===== config.mk =====
export PLATFORM = sky130hd
export DESIGN_NAME = alu_exec
export DESIGN_NICKNAME = d
export VERILOG_FILES = /design/src/rtl/alu_pkg.sv /design/src/rtl/alu_exec_seq_mul8.sv /design/src/rtl/alu_exec.sv
export SDC_FILE = /design/constraint.sdc
export NUM_CORES = 1
export LEC_CHECK = 0
export ABC_AREA = 1
export CAP_MARGIN = 15
export CORE_MARGIN = 4
export CORE_UTILIZATION = 30
export DETAILED_ROUTE_END_ITERATION = 10
export HOLD_SLACK_MARGIN = 0.02
export PLACE_DENSITY = 0.49
export SYNTH_ARGS = -nofsm -noshare
export SYNTH_HDL_FRONTEND = slang
export SYNTH_SLANG_ARGS = --single-unit

===== constraint.sdc =====
create_clock -name clk -period 6.48 [get_ports clk]
set_input_delay 1.296 -clock clk [delete_from_list [all_inputs] [get_ports clk]]
set_output_delay 1.296 -clock clk [all_outputs]
set_load 0.03 [all_outputs]

===== src/rtl/alu_pkg.sv =====
// Shared definitions for the execute stage: data width, opcodes, FSM states.
package alu_pkg;

    localparam int unsigned ALU_WIDTH = 8;
    localparam int unsigned ALU_OP_W  = 3;

    localparam logic [ALU_OP_W-1:0] OP_ADD  = 3'b000;
    localparam logic [ALU_OP_W-1:0] OP_SUB  = 3'b001;
    localparam logic [ALU_OP_W-1:0] OP_AND  = 3'b010;
    localparam logic [ALU_OP_W-1:0] OP_OR   = 3'b011;
    localparam logic [ALU_OP_W-1:0] OP_XOR  = 3'b100;
    localparam logic [ALU_OP_W-1:0] OP_SLT  = 3'b101;
    localparam logic [ALU_OP_W-1:0] OP_MUL  = 3'b110;
    localparam logic [ALU_OP_W-1:0] OP_PASS = 3'b111;

    typedef enum logic [1:0] {
        ST_IDLE = 2'd0,
        ST_MUL  = 2'd1,
        ST_DONE = 2'd2
    } state_t;

endpackage


===== src/rtl/alu_exec_seq_mul8.sv =====
// Unsigned shift-add multiplier core: one partial product per step.
module seq_mul8 #(
    parameter int unsigned W     = 8,
    parameter int unsigned ITERS = W
) (
    input  logic             clk_i,
    input  logic             rst_ni,
    input  logic             load_i,
    input  logic             step_i,
    input  logic [W-1:0]     mcand_i,
    input  logic [W-1:0]     mplier_i,
    output logic [2*W-1:0]   prod_o,
    output logic             finish_o
);

    localparam int unsigned CW = $clog2(ITERS + 1);

    logic [2*W-1:0] mcand_q;
    logic [W-1:0]   mplier_q;
    logic [2*W-1:0] acc_q;
    logic [2*W-1:0] acc_d;
    logic [CW-1:0]  cnt_q;

    // Accumulator value after the current step. Exposed directly so the final
    // step's product is usable in the same cycle it is formed.
    always_comb begin
        acc_d = acc_q;
        if (mplier_q[0]) begin
            acc_d = acc_q + mcand_q;
        end
    end

    assign prod_o   = acc_d;
    assign finish_o = step_i && (cnt_q == CW'(ITERS - 1));

    // Load operands, then shift multiplicand left / multiplier right per step.
    always_ff @(posedge clk_i or negedge rst_ni) begin
        if (!rst_ni) begin
            mcand_q  <= '0;
            mplier_q <= '0;
            acc_q    <= '0;
            cnt_q    <= '0;
        end else if (load_i) begin
            mcand_q  <= {{W{1'b0}}, mcand_i};
            mplier_q <= mplier_i;
            acc_q    <= '0;
            cnt_q    <= '0;
        end else if (step_i) begin
            acc_q    <= acc_d;
            mcand_q  <= mcand_q << 1;
            mplier_q <= mplier_q >> 1;
            cnt_q    <= cnt_q + CW'(1);
        end
    end

endmodule


===== src/rtl/alu_exec.sv =====
// Execute stage feeding the register file write port; single-cycle ops plus
// a sequential signed multiply with start/busy/done handshake.
module alu_exec
    import alu_pkg::*;
#(
    parameter int unsigned WIDTH     = ALU_WIDTH,
    parameter int unsigned OP_W      = ALU_OP_W,
    parameter int unsigned MUL_ITERS = WIDTH
) (
    input  logic                    clk,
    input  logic                    rst,
    input  logic                    start,
    input  logic [OP_W-1:0]         op,
    input  logic [1:0]              wb_in,
    input  logic signed [WIDTH-1:0] src_a,
    input  logic signed [WIDTH-1:0] src_b,
    output logic                    busy,
    output logic                    done,
    output logic                    reg_en,
    output logic [1:0]              wb,
    output logic signed [WIDTH-1:0] result,
    output logic                    zero,
    output logic                    overflow
);

    localparam logic [2*WIDTH-1:0] HALF = (2*WIDTH)'(1) << (WIDTH - 1);

    state_t           state_q;
    logic [WIDTH-1:0] result_q;
    logic [1:0]       wb_q;
    logic [1:0]       wb_pend_q;
    logic             zero_q;
    logic             ovf_q;
    logic             done_q;
    logic             sign_q;

    logic [WIDTH-1:0]   sum, diff, alu_res, mag_a, mag_b, mul_res;
    logic               alu_ovf, mul_ovf;
    logic               mul_load, mul_step, mul_fin;
    logic [2*WIDTH-1:0] mul_prod, mul_signed;

    // Single-cycle datapath evaluated on the live operands at acceptance.
    always_comb begin
        sum     = src_a + src_b;
        diff    = src_a - src_b;
        alu_res = '0;
        alu_ovf = 1'b0;
        case (op)
            OP_ADD: begin
                alu_res = sum;
                alu_ovf = (src_a[WIDTH-1] == src_b[WIDTH-1]) && (sum[WIDTH-1] != src_a[WIDTH-1]);
            end
            OP_SUB: begin
                alu_res = diff;
                alu_ovf = (src_a[WIDTH-1] != src_b[WIDTH-1]) && (diff[WIDTH-1] != src_a[WIDTH-1]);
            end
            OP_AND:  alu_res = src_a & src_b;
            OP_OR:   alu_res = src_a | src_b;
            OP_XOR:  alu_res = src_a ^ src_b;
            OP_SLT:  alu_res = WIDTH'(src_a < src_b);
            OP_PASS: alu_res = src_a;
            default: alu_res = '0;
        endcase
    end

    // Operand magnitudes for the multiplier (most negative value maps to 2^(W-1)).
    always_comb begin
        mag_a = src_a[WIDTH-1] ? (~src_a + WIDTH'(1)) : src_a;
        mag_b = src_b[WIDTH-1] ? (~src_b + WIDTH'(1)) : src_b;
    end

    assign mul_load = (state_q == ST_IDLE) && start && (op == OP_MUL);
    assign mul_step = (state_q == ST_MUL);

    seq_mul8 #(
        .W     (WIDTH),
        .ITERS (MUL_ITERS)
    ) u_mul (
        .clk_i    (clk),
        .rst_ni   (rst),
        .load_i   (mul_load),
        .step_i   (mul_step),
        .mcand_i  (mag_a),
        .mplier_i (mag_b),
        .prod_o   (mul_prod),
        .finish_o (mul_fin)
    );

    // Sign correction and range check on the finished magnitude product.
    always_comb begin
        mul_signed = sign_q ? (~mul_prod + (2*WIDTH)'(1)) : mul_prod;
        mul_res    = mul_signed[WIDTH-1:0];
        mul_ovf    = sign_q ? (mul_prod > HALF) : (mul_prod > (HALF - (2*WIDTH)'(1)));
    end

    // Control FSM with registered result, flags and completion pulse.
    always_ff @(posedge clk or negedge rst) begin
        if (!rst) begin
            state_q   <= ST_IDLE;
            result_q  <= '0;
            wb_q      <= '0;
            wb_pend_q <= '0;
            zero_q    <= 1'b0;
            ovf_q     <= 1'b0;
            done_q    <= 1'b0;
            sign_q    <= 1'b0;
        end else begin
            done_q <= 1'b0;
            case (state_q)
                ST_IDLE: begin
                    if (start) begin
                        if (op == OP_MUL) begin
                            wb_pend_q <= wb_in;
                            sign_q    <= src_a[WIDTH-1] ^ src_b[WIDTH-1];
                            state_q   <= ST_MUL;
                        end else begin
                            result_q <= alu_res;
                            zero_q   <= (alu_res == '0);
                            ovf_q    <= alu_ovf;
                            wb_q     <= wb_in;
                            done_q   <= 1'b1;
                            state_q  <= ST_DONE;
                        end
                    end
                end
                ST_MUL: begin
                    if (mul_fin) begin
                        result_q <= mul_res;
                        zero_q   <= (mul_res == '0);
                        ovf_q    <= mul_ovf;
                        wb_q     <= wb_pend_q;
                        done_q   <= 1'b1;
                        state_q  <= ST_DONE;
                    end
                end
                ST_DONE: state_q <= ST_IDLE;
                default: state_q <= ST_IDLE;
            endcase
        end
    end

    assign busy     = (state_q != ST_IDLE);
    assign done     = done_q;
    assign reg_en   = done_q;
    assign wb       = wb_q;
    assign result   = result_q;
    assign zero     = zero_q;
    assign overflow = ovf_q;

endmodule


==> results of run 1 <==
## synthesized netlist by cell type, types with 3 or more instances
library cell / instances
a21oi_1: 44
a31oi_1: 4
buf_2: 7
buf_4: 3
clkbuf_1: 10
dfrtp_1: 62
fa_1: 3
ha_1: 44
inv_1: 111
inv_2: 3
nand2_1: 191
nand2_2: 7
nand3_1: 84
nand4_1: 6
nor2_1: 71
nor3_1: 12
o21a_1: 3
o21ai_0: 49
o21bai_1: 3
o221ai_1: 7
o22ai_1: 27
or2_2: 4
xor2_1: 9
## layout by cell type, fill, tap and decap left out, drive strengths merged
cell,netlist,final
clkbuf,10,11
a31oi,4,4
o21ai,52,52
a211oi,1,1
nand2,198,198
o221ai,7,7
and2,1,1
ha,44,44
inv,114,114
nand4,6,6
xor2,9,9
nand3,85,85
dfrtp,62,62
o22ai,27,27
buf,11,6
nor3,12,12
o211ai,1,1
o21a,3,3
nor2,74,74
a221oi,2,2
o22a,1,1
nor4,1,1
clkinv,2,4
a21boi,2,2
o21bai,4,4
o31ai,1,1
nand3b,1,1
clkdlybuf4s50,0,37
a21oi,44,44
xnor2,1,1
or2,5,5
a22oi,2,2
o32ai,1,1
fa,3,3
## state kept, by name (all words and copies together), names as in the netlist
name and cells:
done 1, overflow 1, result 8, sign_q 1
state_q 2, u_mul.acc_q 16, u_mul.cnt_q 4, u_mul.mcand_q 16
u_mul.mplier_q 8, wb 2, wb_pend_q 2, zero 1
## logic make-up (layout without fill, tap and decap cells)
| family | count (synthesis) | after routing | share of synthesized area |
|---|---|---|---|
| and+or+nand+nor | 383 | 383 | 0.3068 |
| AOI/OAI and AO/OA | 152 | 152 | 0.1691 |
| buffers and inverters | 137 | 172 | 0.1008 |
| DFF | 62 | 62 | 0.2920 |
| adders and majority gates | 47 | 47 | 0.1149 |
| xor gates and xnor gates | 10 | 10 | 0.01648 |
## power by group through the flow
stage               clock network (uW)  logic [uW]  registers [uW]
floorplan                            0         883             658
global placement                     0        1250             648
detailed placement                   0        1250             648
CTS                                441        1260             644
global route                       459        1430             665
finish                             427        1250             643
## worst reg2reg max path: cells and delay by family, from the launching register on
family / cells / cell delay (ns)
DFF: 1 / 0.37
AOI/OAI and AO/OA: 1 / 0.20
buffers and inverters: 2 / 1.43
and+or+nand+nor: 3 / 1.07
## cell type report
type / count / area, um^2 / share of cell area
clock inverters: 2 / 10.01 / 0.001622
inverters: 116 / 436.7 / 0.07075
well taps: 225 / 281.5 / 0.04561
repair buffers: 43 / 412.9 / 0.06690
multi-input cells: 592 / 3227 / 0.5228
clock buffers: 11 / 252.7 / 0.04095
flip-flops and latches: 62 / 1551 / 0.2514
## routing by layer
layer	track usage	up-vias	routed length, um
met5	0	-	0
met1	0.2342	2292	7881
li1	-	2680	-
met4	0.05762	0	377
met3	0.02103	22	384
met2	0.2719	62	7493
## metrics by stage
stage	util	cells	cell area (um^2)	total power (uW)	worst slack, ns
detailed placement	0.3405	1038	5909	1898	1.509
floorplan	-	791	5314	1541	3.620
CTS	0.3556	1051	6172	2343	1.850
global route	0.3556	1051	6172	2552	1.347
global placement	0.3405	1038	5909	1901	1.535
finish	0.3556	1051	6172	2317	1.833
## worst max-delay path by stage
stage	start	slack [ns]	cells past startpoint	endpoint
2_1_floorplan	src_a[0]	3.62	15	zero
3_3_place_gp	op[1]	1.53	8	u_mul.mcand_q[7]
3_5_place_dp	op[1]	1.51	8	u_mul.mcand_q[7]
4_1_cts	op[1]	1.85	8	u_mul.mcand_q[7]
5_1_grt	op[1]	1.35	8	u_mul.mplier_q[0]
6_report	op[1]	1.83	8	u_mul.mcand_q[7]
==> flow_metrics.tcl, run 1 <==
set metrics [dict create \
    ys_seq_area_frac 0.2920 \
    drc_errors 0 \
    r2r-end "u_mul.mcand_q[7]" \
    yosys.area.top_type "dfrtp_1" \
    seqPwrFrac 0.278 \
    synth_edf_count 0 \
    cts_resized 0 \
    setup_viol 0 \
    slew_viol_final 0 \
    internal-power_uw 1245 \
    vias 5056 \
    rows 48 \
    cap_viol_max_count 0 \
    critPathMostFrequentCell "inv_1" \
    min_path_cells 2 \
    antenna_found_initial 0 \
    grt_pass1_wl_um 26720 \
    power_switching_uw 1072 \
    critPathSlowestCell "inv_1" \
    dr.pass1.iters 4 \
    grt_pass1_vias 5012 \
    fillerInstances 1953 \
    cts_tree "done" \
    grt_max_degree 63 \
    arrival_ns 4.80 \
    fmax_mhz 215.2 \
    via_per_inst 4.811 \
    clkPwrFrac 0.184 \
    clock_latency_ns 0.33 \
    timing.hold.ws_ns 0.4768 \
    clockBufferDepth 2 \
    holdCritPathClass "reg2reg" \
    die_y_um 141.1 \
    combPwrFrac 0.538 \
    ys_types 45 \
    reg2reg_depth 6 \
    grt-ovfl-total 0 \
    cp-start-kind "input pin" \
    synth-seq-cells 62 \
    port_buffers 38 \
    rrSetupSlack_ns 3.24 \
    synthDominantCellAreaShare 0.2920 \
    skew_ns 0.006075 \
    synthCells 791 \
    total_leakage_power_uw 0.003082 \
    ant_nets 0 \
    dp_hpwl_um 12680 \
    min_from "zero" \
    h-tree-depth 3 \
    min_period_ns 4.647 \
    cp.buffers_inverters 4 \
    initial_core_util 0.3062 \
    ctsRootBufferMaster "clkbuf_16" \
    cts_buffers 9 \
    path_clk_slew_ns 0.05 \
    layout.nets 895 \
    tightest_slew_ns 1.015 \
    endpoint_kind "flip-flop" \
    r2r_start "state_q[0]" \
    netlist_area_um2 5314 \
    die_area_um2 19910 \
    swShare 0.4628 \
    powerDensity_nw_per_um2 375.4 \
    rsz0062_at_grt "no" \
    core_um2 17360 \
    cts_hold_buffers 0 \
    ios 39 \
    synth_area_leaders "dfrtp_1, nand2_1, ha_1" \
    crit_family "buffers and inverters" \
    avgSynthCellArea_um2 6.718 \
    outcome "completed" \
    antennaDiodeCount 0 \
    worstSetupPathType "in2reg" \
    relSlewSlack 0.3225 \
    async_flop_share 1.000 \
    wl_per_cell_um 15.35 \
    post_cts_buffers 0 \
    drive_above_1_share 0.04843 \
    ir_drop_mv 0.1547 \
    wl_um 16140 \
    syn_nets 862 \
    whs_endpoint "zero" \
    fin_crit_sh 0.7172 \
    critPathMaxFanout 31 \
    crit_chain "clkdlybuf4s50_1 -> inv_1 -> nor3_1 -> nand3_1 -> inv_1 -> nor2_2 -> inv_1 -> o221ai_1" \
    critPathMaxStageDelay_ns 0.79 \
    worstPathRequired_ns 6.63 \
    syn_to_final_growth_pct 16.15 \
    synthFlopType "dfrtp_1" \
    ys.warnings.count 0 \
    drt_iter0_drc 253 \
    grt_usage 0.1689 \
    die_width_um 141.1 \
    gp_congestion 0.8763 \
    cts.sinks 62 \
    setup-tns-final_ns 0 \
    hold_viol_final 0 \
]
Note: power is estimated with default switching activity, not from simulation.
==> inputs of run 2 (changes only) <==
- PLACE_DENSITY: 0.49 -> 0.51
- clock period: 6.48 -> 3.9 ns (I/O delays scaled with it)
==> run 2 against run 1 <==
Against the previous run:
- sequential share of layout area shrank 0.27 points
- clock power increased by 92%
- utilization up 0.39 points
- flip-flop and latch count is the same
- first-iteration DRC count rose by 23%
- critical path type unchanged
- critical endpoint is now zero
==> flow_metrics.tcl, run 2 (synthesis results as in run 1) <==
set metrics [dict create \
    rsz0062_at_grt "no" \
    grt_pass1_vias 5250 \
    ctsRootBufferMaster "clkbuf_16" \
    min_period_ns 3.177 \
    dr.pass1.iters 5 \
    cts_tree "done" \
    h-tree-depth 3 \
    ant_nets 0 \
    fmax_mhz 314.7 \
    critPathSlowestCell "clkdlybuf4s50_1" \
    skew_ns 0.008791 \
    ir_drop_mv 0.2667 \
    holdCritPathClass "in2async" \
    fillerInstances 1866 \
    cts.sinks 62 \
    die_width_um 141.1 \
    grt_pass1_wl_um 27190 \
    via_per_inst 4.974 \
    cts_hold_buffers 0 \
    setup-tns-final_ns 0 \
    wl_per_cell_um 15.26 \
    hold_viol_final 0 \
    cap_viol_max_count 0 \
    dp_hpwl_um 12640 \
    clockBufferDepth 2 \
    layout.nets 899 \
    total_leakage_power_uw 0.003118 \
    reg_top3 "u_mul.acc_q: 16 flops, u_mul.mcand_q: 16 flops" \
    grt_usage 0.1688 \
    vias 5263 \
    critPathMostFrequentCell "nand2_1" \
    clock_latency_ns 0.33 \
    outcome "completed" \
    post_cts_buffers 0 \
    antenna_found_initial 0 \
    crit_chain "clkdlybuf4s50_1 -> inv_1 -> ha_1 -> inv_1 -> a21oi_1 -> nand2_1 -> o21ai_0 -> nand2_1 -> nand2_1 -> nor2_1 -> nand3_1 -> nor2_1 -> nand3_1 -> o21ai_1 -> nand2_1 -> nand2_1" \
    die_area_um2 19910 \
    gp_congestion 0.9274 \
    drive_above_1_share 0.05522 \
    worstPathRequired_ns 4.17 \
    wl_um 16150 \
    rows 48 \
    grt-ovfl-total 0 \
    fin_crit_sh 0.8147 \
    cp-start-kind "input pin" \
    timing.hold.ws_ns 0.2670 \
    cts_buffers 9 \
    r2r-end "zero" \
    worstSetupPathType "in2reg" \
    slew_viol_final 0 \
    core_um2 17360 \
    relSlewSlack 0.4232 \
    endpoint_kind "flip-flop" \
    port_buffers 38 \
    antennaDiodeCount 0 \
    syn_to_final_growth_pct 17.42 \
    arrival_ns 3.44 \
    drt_iter0_drc 310 \
    ios 39 \
    grt_max_degree 40 \
    rrSetupSlack_ns 1.01 \
    tightest_slew_ns 0.8652 \
    critPathMaxFanout 9 \
    powerDensity_nw_per_um2 632.6 \
    final_cell_mix "nand2_1, inv_1, nand3_1" \
    critPathMaxStageDelay_ns 0.65 \
    drc_errors 0 \
    reg2reg_depth 15 \
    final_common_cell "nand2_1" \
    setup_viol 0 \
    cts_resized 0 \
    die_y_um 141.1 \
    r2r_start "u_mul.mcand_q[0]" \
    initial_core_util 0.3062 \
    path_clk_slew_ns 0.06 \
]
run 2: cell types whose count changed in the layout (fill, tap and decap cells not counted):
| cell | delta |
|---|---|
| inv_6 | +1 |
| buf_4 | +4 |
| clkinv_4 | +1 |
| bufinv_16 | +1 |
| clkbuf_8 | -1 |
| clkbuf_1 | +1 |
run 2: worst max-delay path: cells and delay by family:
| family | cells | cell delay (ns) |
|---|---|---|
| buffers and inverters | 3 | 0.99 |
| AOI/OAI and AO/OA | 3 | 0.28 |
| and+or+nand+nor | 9 | 0.95 |
| adders and majority gates | 1 | 0.43 |
run 2: area by class of cell:
class / count / area (um^2) / share of cell area
Sequential cell: 62 / 1551 / 0.2486
Inverter: 116 / 436.7 / 0.06998
Multi-Input combinational cell: 592 / 3227 / 0.5171
Tap cell: 225 / 281.5 / 0.04512
Timing Repair Buffer: 47 / 442.9 / 0.07098
Clock inverter: 5 / 57.56 / 0.009224
Clock buffer: 11 / 242.7 / 0.03890
run 2: per-stage QoR:
| stage | instances | util | worst slack, ns | total power, uW | area (um^2) |
|---|---|---|---|---|---|
| 4_1_cts | 1058 | 0.3595 | 0.7380 | 3964 | 6240 |
| 3_3_place_gp | 1042 | 0.3422 | 0.3777 | 3131 | 5939 |
| 6_report | 1058 | 0.3595 | 0.7228 | 3947 | 6240 |
| 2_1_floorplan | 791 | - | 1.380 | 2561 | 5314 |
| 5_1_grt | 1058 | 0.3595 | 0.4209 | 4322 | 6240 |
| 3_5_place_dp | 1042 | 0.3422 | 0.3925 | 3136 | 5939 |
run 2: power by group:
part           internal, uW  switching (uW)  total, uW
clock                   513             306        820
combinational           738            1300       2030
sequential              884             209       1090
total                  2130            1810       3950
run 2: worst max path at each step:
stage,startpoint,end,slack (ns)
final,src_a[2],zero,0.72
after global routing,src_a[2],zero,0.42
after CTS,src_a[7],zero,0.74
after detailed placement,src_a[7],zero,0.39
after global placement,src_a[7],zero,0.38
after floorplan,u_mul.acc_q[0],zero,1.38
run 2: per-layer routing:
metal | vias up | track usage | routed length, um
met1 | 2442 | 0.2178 | 7441
met2 | 106 | 0.2892 | 7789
met3 | 25 | 0.01934 | 516
li1 | 2690 | - | -
met4 | 0 | 0.06425 | 403
met5 | - | 0 | 0
